**config.mk**
```make
export PLATFORM = sky130hd
export DESIGN_NAME = accum_rr_sched
export DESIGN_NICKNAME = d
export VERILOG_FILES = /design/src/rtl/accum_rr_sched.sv
export SDC_FILE = /design/constraint.sdc
export NUM_CORES = 1
export LEC_CHECK = 0
export CORE_ASPECT_RATIO = 0.5
export CORE_UTILIZATION = 52
export DETAILED_ROUTE_END_ITERATION = 10
export MAX_ROUTING_LAYER = met4
export PLACE_DENSITY = 0.8
export SYNTH_ARGS = -nofsm -noshare
export SYNTH_HDL_FRONTEND = slang
export SYNTH_SLANG_ARGS = --single-unit
```
**constraint.sdc**
```tcl
create_clock -name CLK -period 2.9 [get_ports CLK]
set_input_delay 0.725 -clock CLK [delete_from_list [all_inputs] [get_ports CLK]]
set_output_delay 0.725 -clock CLK [all_outputs]
set_load 0.05 [all_outputs]
```
**src/rtl/accum_rr_sched.sv**
```systemverilog
// -----------------------------------------------------------------------------
// accum_rr_sched
//   Round-robin scheduler sharing one WIDTH-bit accumulator among NREQ
//   requesters. Each accepted addend walks a fixed IDLE -> WAIT -> ADD
//   sequence. A grant happens in IDLE, and the add commits on the ADD edge.
//
// Ports
//   CLK        clock
//   RST        synchronous, active-high reset (priority over clear)
//   enable     gates new grants only; an in-flight add still completes
//   clear      synchronous clear of accumulator/overflow, aborts in-flight add
//   req_valid  per-requester valid
//   req_value  addends, requester k at [k*WIDTH +: WIDTH]
//   req_ready  one-hot accept (combinational)
//   acc_value  registered running sum
//   led        acc_value[23:16]
//   grant_id   index of the last accepted requester
//   busy       high while in WAIT or ADD
//   done       one-cycle pulse after an add commits
//   overflow   sticky carry-out flag
// -----------------------------------------------------------------------------
module accum_rr_sched #(
  parameter int NREQ  = 4,
  parameter int WIDTH = 32,
  parameter int GW    = $clog2(NREQ)
) (
  input  logic                  CLK,
  input  logic                  RST,
  input  logic                  enable,
  input  logic                  clear,
  input  logic [NREQ-1:0]       req_valid,
  input  logic [NREQ*WIDTH-1:0] req_value,
  output logic [NREQ-1:0]       req_ready,
  output logic [WIDTH-1:0]      acc_value,
  output logic [7:0]            led,
  output logic [GW-1:0]         grant_id,
  output logic                  busy,
  output logic                  done,
  output logic                  overflow
);

  typedef enum logic [1:0] {
    S_IDLE = 2'd0,
    S_WAIT = 2'd1,
    S_ADD  = 2'd2
  } state_t;

  state_t           r_state;
  state_t           w_next;
  logic [GW-1:0]    r_last;
  logic [GW-1:0]    r_grant;
  logic [GW-1:0]    w_winner;
  logic             w_found;
  logic             w_grant;
  logic [WIDTH-1:0] r_op;
  logic [WIDTH-1:0] r_acc;
  logic [WIDTH-1:0] w_sel_value;
  logic [WIDTH:0]   w_sum;
  logic             r_ovf;
  logic             r_done;
  logic             r_busy;

  // Round-robin search starting just after the most recent grant.
  // NOTE: every signal written here gets a default first, so no path leaves
  // it unassigned and no latch is inferred.
  always_comb begin
    w_found     = 1'b0;
    w_winner    = '0;
    w_sel_value = '0;
    for (int i = 1; i <= NREQ; i++) begin
      if (!w_found && req_valid[(int'(r_last) + i) % NREQ]) begin
        w_found     = 1'b1;
        w_winner    = GW'((int'(r_last) + i) % NREQ);
        w_sel_value = req_value[((int'(r_last) + i) % NREQ) * WIDTH +: WIDTH];
      end
    end
  end

  // clear suppresses a grant in the same cycle it aborts everything else.
  assign w_grant   = (r_state == S_IDLE) && enable && !clear && w_found;
  assign req_ready = w_grant ? (NREQ'(1) << w_winner) : '0;

  always_comb begin
    w_next = r_state;
    if (clear) begin
      w_next = S_IDLE;
    end else begin
      unique case (r_state)
        S_IDLE:  if (w_grant) w_next = S_WAIT;
        S_WAIT:  w_next = S_ADD;
        S_ADD:   w_next = S_IDLE;
        default: w_next = S_IDLE;
      endcase
    end
  end

  // NOTE: sequential state uses non-blocking assignments so every register
  // samples the pre-edge values regardless of statement order.
  always_ff @(posedge CLK) begin
    if (RST) begin
      r_state <= S_IDLE;
      r_busy  <= 1'b0;
    end else begin
      r_state <= w_next;
      r_busy  <= (w_next != S_IDLE);
    end
  end

  // One extra bit keeps the carry-out of the add for the overflow flag.
  assign w_sum = {1'b0, r_acc} + {1'b0, r_op};

  always_ff @(posedge CLK) begin
    if (RST) begin
      r_acc   <= '0;
      r_ovf   <= 1'b0;
      r_done  <= 1'b0;
      r_op    <= '0;
      r_last  <= GW'(NREQ - 1);
      r_grant <= '0;
    end else if (clear) begin
      // Pointer and grant_id survive a clear; only the datapath is wiped.
      r_acc  <= '0;
      r_ovf  <= 1'b0;
      r_done <= 1'b0;
    end else begin
      r_done <= (r_state == S_ADD);
      if (r_state == S_ADD) begin
        r_acc <= w_sum[WIDTH-1:0];
        if (w_sum[WIDTH]) r_ovf <= 1'b1;
      end
      if (w_grant) begin
        r_op    <= w_sel_value;
        r_last  <= w_winner;
        r_grant <= w_winner;
      end
    end
  end

  assign acc_value = r_acc;
  assign led       = r_acc[23:16];
  assign grant_id  = r_grant;
  assign busy      = r_busy;
  assign done      = r_done;
  assign overflow  = r_ovf;

endmodule

```
**After elaboration in Yosys (flattened, before gate mapping)**

Index checks and enable logic that the tools add are counted.

- $add $sub $neg: 5
- Magnitude comparators: 4
- Eq/ne operators: 2
- Shifts and indexed selects: 5
- Muxes and demuxes: 28
- Bitwise logic cells: 5
- Reduce and logical (&&, ||, !) cells: 19

Operators with widths:

| kind | count |
|---|---|
| indexed part select 128 x 8 -> 32 bit | 4 |
| two-way mux 32 bit | 4 |
| adder 32 x 32 -> 33 bit | 1 |
| less-than comparator 3 x 4 -> 1 bit, second input constant | 4 |
| two-way mux 1 bit | 12 |
| two-way mux 2 bit | 6 |
| OR reduction 2 bit | 5 |
| binary-select mux 1 bit (select 2 bit) | 4 |
| logical AND 1 bit | 6 |
| adder 2 x 1 -> 2 bit, second input constant | 2 |
| adder 2 bit, second input constant | 2 |
| AND 1 bit, first input constant | 4 |
| logical NOT 1 bit | 4 |
| two-way mux 4 bit | 1 |
| case mux 2 bit (2 select lines) | 1 |
| AND reduction 2 bit | 2 |
| << shifter 1 x 2 -> 4 bit, first input constant | 1 |
| == test 2 x 1 -> 1 bit, second input constant | 1 |
| == test 2 bit, second input constant | 1 |
| logical NOT 2 bit | 1 |
| nonzero test 2 bit | 1 |
| inverter 1 bit | 1 |

- Bits in registers: 73
- Input port bits: 136
- Output and inout bits: 49
- Logic and storage cells: 76

**Depth between registers and ports, before layout**

Gate-level depths: netlist of run 1.

- Depth after elaboration: 21
- Depth in mapped cells: 11
- Depth with buffers taken out: 10

**Worst setup path before layout of run 1**

No wires, ideal clock.

- Path type: input-to-output
- Start point: input port req_valid[1]
- End point: output port req_ready[2]
- Arrival: 2.482 ns
- Data required time: 2.175 ns
- Slack: -0.307 ns
- Cell stages on the path: 8
- Path buffers: 3
- Cell sequence: clkbuf_1 -> nor2_1 -> nand2_1 -> and2_1 -> clkbuf_1 -> clkbuf_1 -> nand2_1 -> nor2_1

- Longest elaborated chain between the ends: 15
- Elaborated cells on any way between the ends: 29
- Those cells by class: 1 x shift; 21 x mux; 7 x reduce/logical

RTL lines:

| element | line | text |
|---|---|---|
| from (decl) | 31 | `input logic [NREQ-1:0] req_valid,` |
| binary-select mux 1 bit (select 2 bit) | 71 | `if (!w_found && req_valid[(int'(r_last) + i) % NREQ]) begin` |
| two-way mux 1 bit (implied by the code) (2 in series) | 71 |  |
| two-way mux 1 bit | 71 |  |
| logical NOT 1 bit | 71 |  |
| logical AND 1 bit | 71 |  |
| two-way mux 1 bit | 71 |  |
| logical NOT 1 bit | 71 |  |
| logical AND 1 bit | 71 |  |
| two-way mux 1 bit | 71 |  |
| logical NOT 1 bit | 71 |  |
| logical AND 1 bit | 71 |  |
| two-way mux 2 bit / two-way mux 1 bit (equally long branches) | 71 |  |
| << shifter 1 x 2 -> 4 bit / logical AND 1 bit (equally long branches) | 81, 80 |  |
| two-way mux 4 bit (*) | 81 | `assign req_ready = w_grant ? (NREQ'(1) << w_winner) : '0;` |
| to (decl) | 33 | `output logic [NREQ-1:0] req_ready,` |

Mark *: on every way between the ends. The rest lies on a longest branch, timed or not. The select of a mux whose other input is x is not followed.

**Worst setup path after layout of run 1**

- Start point: input port clear
- End point: output port req_ready[2]

- Longest elaborated chain between the ends: 4

RTL lines:

| element | line | text |
|---|---|---|
| from (decl) | 30 | `input logic clear,` |
| logical NOT 1 bit | 80 | `assign w_grant = (r_state == S_IDLE) && enable && !clear && w_found;` |
| logical AND 1 bit (2 in series) | 80 |  |
| two-way mux 4 bit | 81 |  |

Every way passes these cells.

==> out/qor.txt, run 1 <==
Number of synthesized register bits = 73
Global Route met1 Usage = 44.3%
Avg WL per Cell = 18.3 um
Dominant cell type by area after synthesis = dfxtp_1
# rows = 31
Fillers = 1191
R2R depth = 10
# setup viols final = 0
Crit-path max FO = 5
Setup Skew = 0.00939 ns
Placed inst area = 10000 um^2
Crit path DAT = 2.15 ns
Top cells by area, synth = dfxtp_1 (18%), mux2i_1 (13%), mux2_2 (9.3%)
Die ar. = 15700 um^2
Ys flop type = dfxtp_1
ANT cells = 0
Fmax = 348 MHz
Worst Hold Class = flip-flop to flip-flop
R2r endpoint = acc_value[18]
Port bufs = 184
GRT Total Usage = 33.2%
Xor and xnor area share after synthesis = 2.88%
Hold_sp = acc_value[0]
Slew @ Worst Pin = 1.18 ns
CTS Hold Bufs = 0
Synth Area in Compound Gates = 28.4%
Top-count cell post-synth = nor2_1
Final Power = 3.58 mW
Critical path's largest stage delay = 0.48 ns
Final Hold Viols = 0
Startpoint Class = input port
Max VDD drop = 0.267 mV
Vias/cell = 6.04
Vias in the first global route = 7724
Hold endpoint = acc_value[0]
Clock slew seen by the registers of the worst setup and hold paths = 0.06 ns
Met2 usage = 50.8%
First-pass GRT wire length = 39700 um
Status = completed
Hold path cells = 2
Routed WL = 26100 um
Final ANT Viol Nets = 0
PD cells = 343 nW/um^2
Die Span Y = 89.2 um
Mapped cell area = 7900 um^2
Synth Area in Simple Gates = 16.4%
Worst EP required = 2.17 ns
Clock root buffer = clkbuf_16
H-tree depth = 3
Register area share after synthesis = 18.5%
Die Wd = 176 um
Cell count after synthesis = 1072
Slew Viols, Final = 0
Yosys warning count = 0
Post-synth net total = 1241
Design Area, Final = 10400 um^2
Stages on the worst setup path = 6
Crit. Startpoint = clear
Synth cell types = 70
Final min period = 2.87 ns
Met3 usage = 6.63%
R2R Setup Slk = 0.13 ns
Via count = 8640
Initial antenna violation count = 0
Synth top cells by count = nor2_1 (156), a21oi_1 (146), mux2i_1 (99)
Layout area overhead = 32.1%
CP bufs+invs = 2
Final period utilization = 99.0%
Max-Cap Viols = 0
Initial Util = 53.9%
CP delay by family, top = simple AND/OR/NAND/NOR gates
Pre-antenna DRT Iters = 5
CP endpoint kind = primary output
Critical Setup Path Class = input port to primary output
Core area = 14700 um^2
Post-synthesis mux area share = 21.8%
Largest family of logic cells by synthesized area = compound AO/OA/AOI/OAI gates
Grt ovf = 0
Post-synth EDFFs = 0
Reg2reg start = r_op[0]
Largest net degree at the start of global routing = 109
CTS tree = built
CP max stage cell = clkdlybuf4s50_1
DR iter-0 viols = 725
Final GP Congestion = 0.971
DRC viols = 0
TritonCTS buffer count = 9
Worst-Skew Late Latency = 0.34 ns
Post-synth top area share = 18.5%
Async SR Flop Fraction = 0%
Io pins = 185
Avg Inst Size Synth = 7.37 um^2
GRT busiest layer = met2
Synth Area in Adders = 5.32%
Post-detail-place hpwl = 19100 um
Worst path cell trace = clkdlybuf4s50_1 > nor4b_4 > and2_4 > nand2_1 > nor2_4 > buf_12
Max clock buf depth = 2
Layout cells sized above 1 = 14.7%
Relative slew slack = 20.8%
Clk sink count = 73
Leak pwr = 4.51 nW
# nets final = 1396
through the flow:
| step | setup slack [ns] | instances | util (%) | hold slack [ns] | TNS [ns] |
|---|---|---|---|---|---|
| 6_report | 0.0293 | 1430 | 71.2 | 0.470 | 0 |
| 5_1_grt | -0.00926 | 1430 | 71.2 | 0.494 | -0.0136 |
| 4_1_cts | 0.00192 | 1430 | 70.9 | 0.475 | 0 |
| 3_5_place_dp | -0.263 | 1404 | 68.2 | 0.467 | -7.44 |
| 3_3_place_gp | -0.213 | 1404 | 68.2 | 0.463 | -5.87 |
| 2_1_floorplan | -0.101 | 1072 | - | 0.445 | -0.181 |
layout by cell type, fill, tap and decap left out, types with 15 or more instances in the layout:
cell	Yosys	routed
nor2_1	156	152
a21oi_1	146	143
nand2_1	89	88
o21ai_0	71	71
xnor2_1	16	16
o211ai_1	36	36
o22ai_1	33	33
mux2i_1	99	99
mux2_2	65	65
buf_4	13	49
ha_1	32	32
dfxtp_1	73	71
clkdlybuf4s50_1	0	176
o21ai_1	16	15
report_power, final:
part           internal, mW  total, mW  switching (mW)  leakage [nW]
Combinational         0.686       1.40           0.714          3.77
Sequential             1.04       1.12          0.0724         0.594
Clock                 0.606       1.06           0.459         0.143
cell type report:
class                   count  area, um^2  area share, %
inverters                   7        27.5          0.264
multi-input cells         896        6030           57.8
repair buffers            240        2380           22.8
flip-flops and latches     73        1470           14.1
well taps                 198         248           2.37
clock inverters             6        41.3          0.395
clock buffers              10         239           2.29
how the worst max path moves through the flow:
stage,to,slack (ns)
finish,req_ready[2],0.03
CTS,req_ready[2],0.002
global route,req_ready[3],-0.009
global placement,r_op[25],-0.21
floorplan,req_ready[2],-0.10
detailed placement,r_op[20],-0.26
repair_timing:
item	4_1_cts	5_1_grt
cloned	0	0
setup endpoints to repair	4	6
pin swaps	7	6
buffers inserted	10	0
resized for setup	15	7
worst register-to-register path, cell delays in order (launching register included):
cell	delay, ns
dfxtp_1	0.36
ha_1	0.23
fa_1	0.42
a21oi_1	0.25
o21ai_1	0.14
nand3_2	0.14
o21ai_2	0.11
a41oi_4	0.35
nor3_1	0.11
or3_1	0.32
a32o_1	0.25
flip-flops by register name (all words and copies together) (netlist names):
signal	flops
r_last	2
r_state	2
busy	1
grant_id	2
acc_value	32
r_op	32
done	1
overflow	1
kinds of logic (layout without fill, tap and decap cells):
group,count (synthesis),in the layout
compound gates,371,371
simple gates,302,302
mux,164,164
buf+inv,103,263
flops,73,73
fa+ha+maj,33,33
xor+xnor,26,26
metal layers:
metal | share of wire [%] | vias up
li1 | - | 4223
met3 | 8.6 | 62
met4 | 2.2 | 0
met1 | 46 | 4041
met5 | 0 | -
met2 | 44 | 314
(Power assumes the default switching activity.)
==> inputs of run 2 (changes only) <==
--- a/config.mk
+++ b/config.mk
@@ -6,10 +6,11 @@
 export NUM_CORES = 1
 export LEC_CHECK = 0
 export CORE_ASPECT_RATIO = 0.5
-export CORE_UTILIZATION = 52
+export CORE_UTILIZATION = 46
 export DETAILED_ROUTE_END_ITERATION = 10
+export GPL_ROUTABILITY_DRIVEN = 1
 export MAX_ROUTING_LAYER = met4
-export PLACE_DENSITY = 0.8
+export PLACE_DENSITY = 0.72
 export SYNTH_ARGS = -nofsm -noshare
 export SYNTH_HDL_FRONTEND = slang
 export SYNTH_SLANG_ARGS = --single-unit
==> constraint.sdc (replaced) <==
create_clock -name CLK -period 2.9 [get_ports CLK]
set_input_delay 0.58 -clock CLK [delete_from_list [all_inputs] [get_ports CLK]]
set_output_delay 0.58 -clock CLK [all_outputs]
set_load 0.05 [all_outputs]
==> run 2 against run 1 <==
Net effect:
- register-to-register slack improved by 0.03 ns
- routed wire length fell by 2.2%
- final area fell by 2.2%
- maximum frequency rose by 2.7%
- combinational power fell by 5%
==> out/qor.txt, run 2 (synthesis results as in run 1) <==
Status = completed (unchanged)
DRC viols = 0 (unchanged)
Commonest non-fill, non-tap cells in the layout = clkdlybuf4s50_1 (177), nor2_1 (153), a21oi_1 (145) (was clkdlybuf4s50_1 (176), nor2_1 (152), a21oi_1 (143))
CTS tree = built (unchanged)
GRT Total Usage = 28.9% (was 33.2%)
Stages on the worst setup path = 7 (was 6)
Sequential Area = 1470 um^2 (unchanged)
Max clock buf depth = 2 (unchanged)
Critical path's largest stage delay = 0.52 ns (was 0.48 ns)
Pre-antenna DRT Iters = 5 (unchanged)
Port bufs = 184 (unchanged)
# nets final = 1369 (was 1396)
Clk sink count = 73 (unchanged)
Initial Util = 47.6% (was 53.9%)
Avg WL per Cell = 17.9 um (was 18.3 um)
Clock root buffer = clkbuf_16 (unchanged)
Startpoint Class = input port (unchanged)
Most common cell after layout, fill and taps aside = clkdlybuf4s50_1 (unchanged)
CP bufs+invs = 4 (was 2)
Leak pwr = 4.37 nW (was 4.51 nW)
Core area = 16600 um^2 (was 14700 um^2)
Max-Cap Viols = 0 (unchanged)
Worst path cell trace = clkdlybuf4s50_1 > buf_4 > nor3b_1 > nor3_1 > buf_4 > nor3_2 > buf_12 (was clkdlybuf4s50_1 > nor4b_4 > and2_4 > nand2_1 > nor2_4 > buf_12)
Fmax = 358 MHz (was 348 MHz)
Unrepaired setup endpoints after global routing = false
Layout cells sized above 1 = 12.0% (was 14.7%)
R2R depth = 10 (unchanged)
Worst Hold Slack = 0.474 ns (was 0.470 ns)
Die ar. = 17700 um^2 (was 15700 um^2)
PD cells = 345 nW/um^2 (was 343 nW/um^2)
Final Hold Viols = 0 (unchanged)
Initial antenna violation count = 0 (unchanged)
Crit path DAT = 2.22 ns (was 2.15 ns)
Routed WL = 25600 um (was 26100 um)
Vias in the first global route = 7520 (was 7724)
Final ANT Viol Nets = 0 (unchanged)
Multi-input logic area = 5970 um^2 (was 6030 um^2)
Setup Skew = 0.00852 ns (was 0.00939 ns)
Largest net degree at the start of global routing = 102 (was 109)
Final GP Congestion = 0.941 (was 0.971)
H-tree depth = 3 (unchanged)
ANT cells = 0 (unchanged)
Dpl ws = -0.0957 ns (was -0.263 ns)
Hold path cells = 2 (unchanged)
CP endpoint kind = primary output (unchanged)
Die Wd = 187 um (was 176 um)
Post-detail-place hpwl = 18600 um (was 19100 um)
Final min period = 2.80 ns (was 2.87 ns)
Slew Viols, Final = 0 (unchanged)
TritonCTS buffer count = 9 (unchanged)
Layout area overhead = 29.3% (was 32.1%)
# setup viols final = 0 (unchanged)
Vias/cell = 5.85 (was 6.04)
Io pins = 185 (unchanged)
First-pass GRT wire length = 39600 um (was 39700 um)
Clock slew seen by the registers of the worst setup and hold paths = 0.06 ns (about the same)
Crit-path max FO = 5 (unchanged)
Max VDD drop = 0.226 mV (was 0.267 mV)
Relative slew slack = 44.2% (was 20.8%)
Critical Setup Path Class = input port to primary output (unchanged)
TNS Setup = 0 ns (unchanged)
CP max stage cell = clkdlybuf4s50_1 (unchanged)
Slew @ Worst Pin = 0.837 ns (was 1.18 ns)
Final period utilization = 96.4% (was 99.0%)
Grt ovf = 0 (unchanged)
Fillers = 1541 (was 1191)
Worst EP required = 2.32 ns (was 2.17 ns)
Most used cell, CP = buf_4
CP delay by family, top = buffers and inverters (was simple AND/OR/NAND/NOR gates)
Die Span Y = 94.7 um (was 89.2 um)
DR iter-0 viols = 651 (was 725)
Via count = 8380 (was 8640)
Final WS setup = 0.105 ns (was 0.0293 ns)
Worst-Skew Late Latency = 0.34 ns (about the same)
Worst Hold Class = flip-flop to flip-flop (unchanged)
# rows = 33 (was 31)
-- run 2: cell types whose count changed in the layout (fill, tap and decap cells not counted), sizes merged --
cell	change
buf	-27
dlygate4sd2	-4
dlymetal6s2s	+3
clkbuf	-1
clkdlybuf4s50	+1
clkinvlp	+1
-- run 2: cell type report --
cell class                      count  share of cell area, %
Clock inverter                      7                  0.539
Tap cell                          227                   2.78
Sequential cell                    73                   14.4
Multi-Input combinational cell    896                   58.5
Clock buffer                        9                   2.21
Inverter                            7                  0.270
Timing Repair Buffer              213                   21.4
-- run 2: power breakdown --
part / internal, mW / switching, mW / leakage [nW]
Clock: 0.589 / 0.488 / 0.138
Sequential: 1.04 / 0.0763 / 0.594
Combinational: 0.646 / 0.685 / 3.64
-- run 2: worst paths after layout --
path | from | to | slack, ns
min reg2reg | acc_value[6] | acc_value[6] | 0.47
max reg2reg | acc_value[0] | acc_value[18] | 0.16
min | acc_value[6] | acc_value[6] | 0.47
max | req_valid[2] | req_ready[3] | 0.10
-- run 2: metal layers --
metal / GRT usage, % / routed length, um / vias up
met5: - / 0 / -
met2: 43.6 / 10900 / 282
li1: - / - / 4166
met3: 4.50 / 1850 / 38
met1: 40.4 / 12400 / 3894
met4: 6.49 / 397 / 0
-- run 2: what timing repair did --
action                                  in CTS  in global routing
buffers inserted                             0                  2
cloned                                       0                  0
hold buffers                                 0                  0
endpoints found under the setup margin       1                  7
pin swaps                                    0                  1
resized for setup                            1                  8
-- run 2: tightest hold or removal path, cell delays in order (launching register included) --
cell and delay (ns):
dfxtp_1 0.32, nand2_1 0.06, a21oi_1 0.05
-- run 2: through the flow --
step | power (mW) | cell area (um^2) | util (%) | instances
2_1_floorplan | 2.00 | 7900 | - | 1072
3_3_place_gp | 2.42 | 9880 | 59.5 | 1414
3_5_place_dp | 2.45 | 9880 | 59.5 | 1414
4_1_cts | 3.53 | 10200 | 61.2 | 1430
5_1_grt | 3.72 | 10200 | 61.5 | 1432
6_report | 3.53 | 10200 | 61.5 | 1432
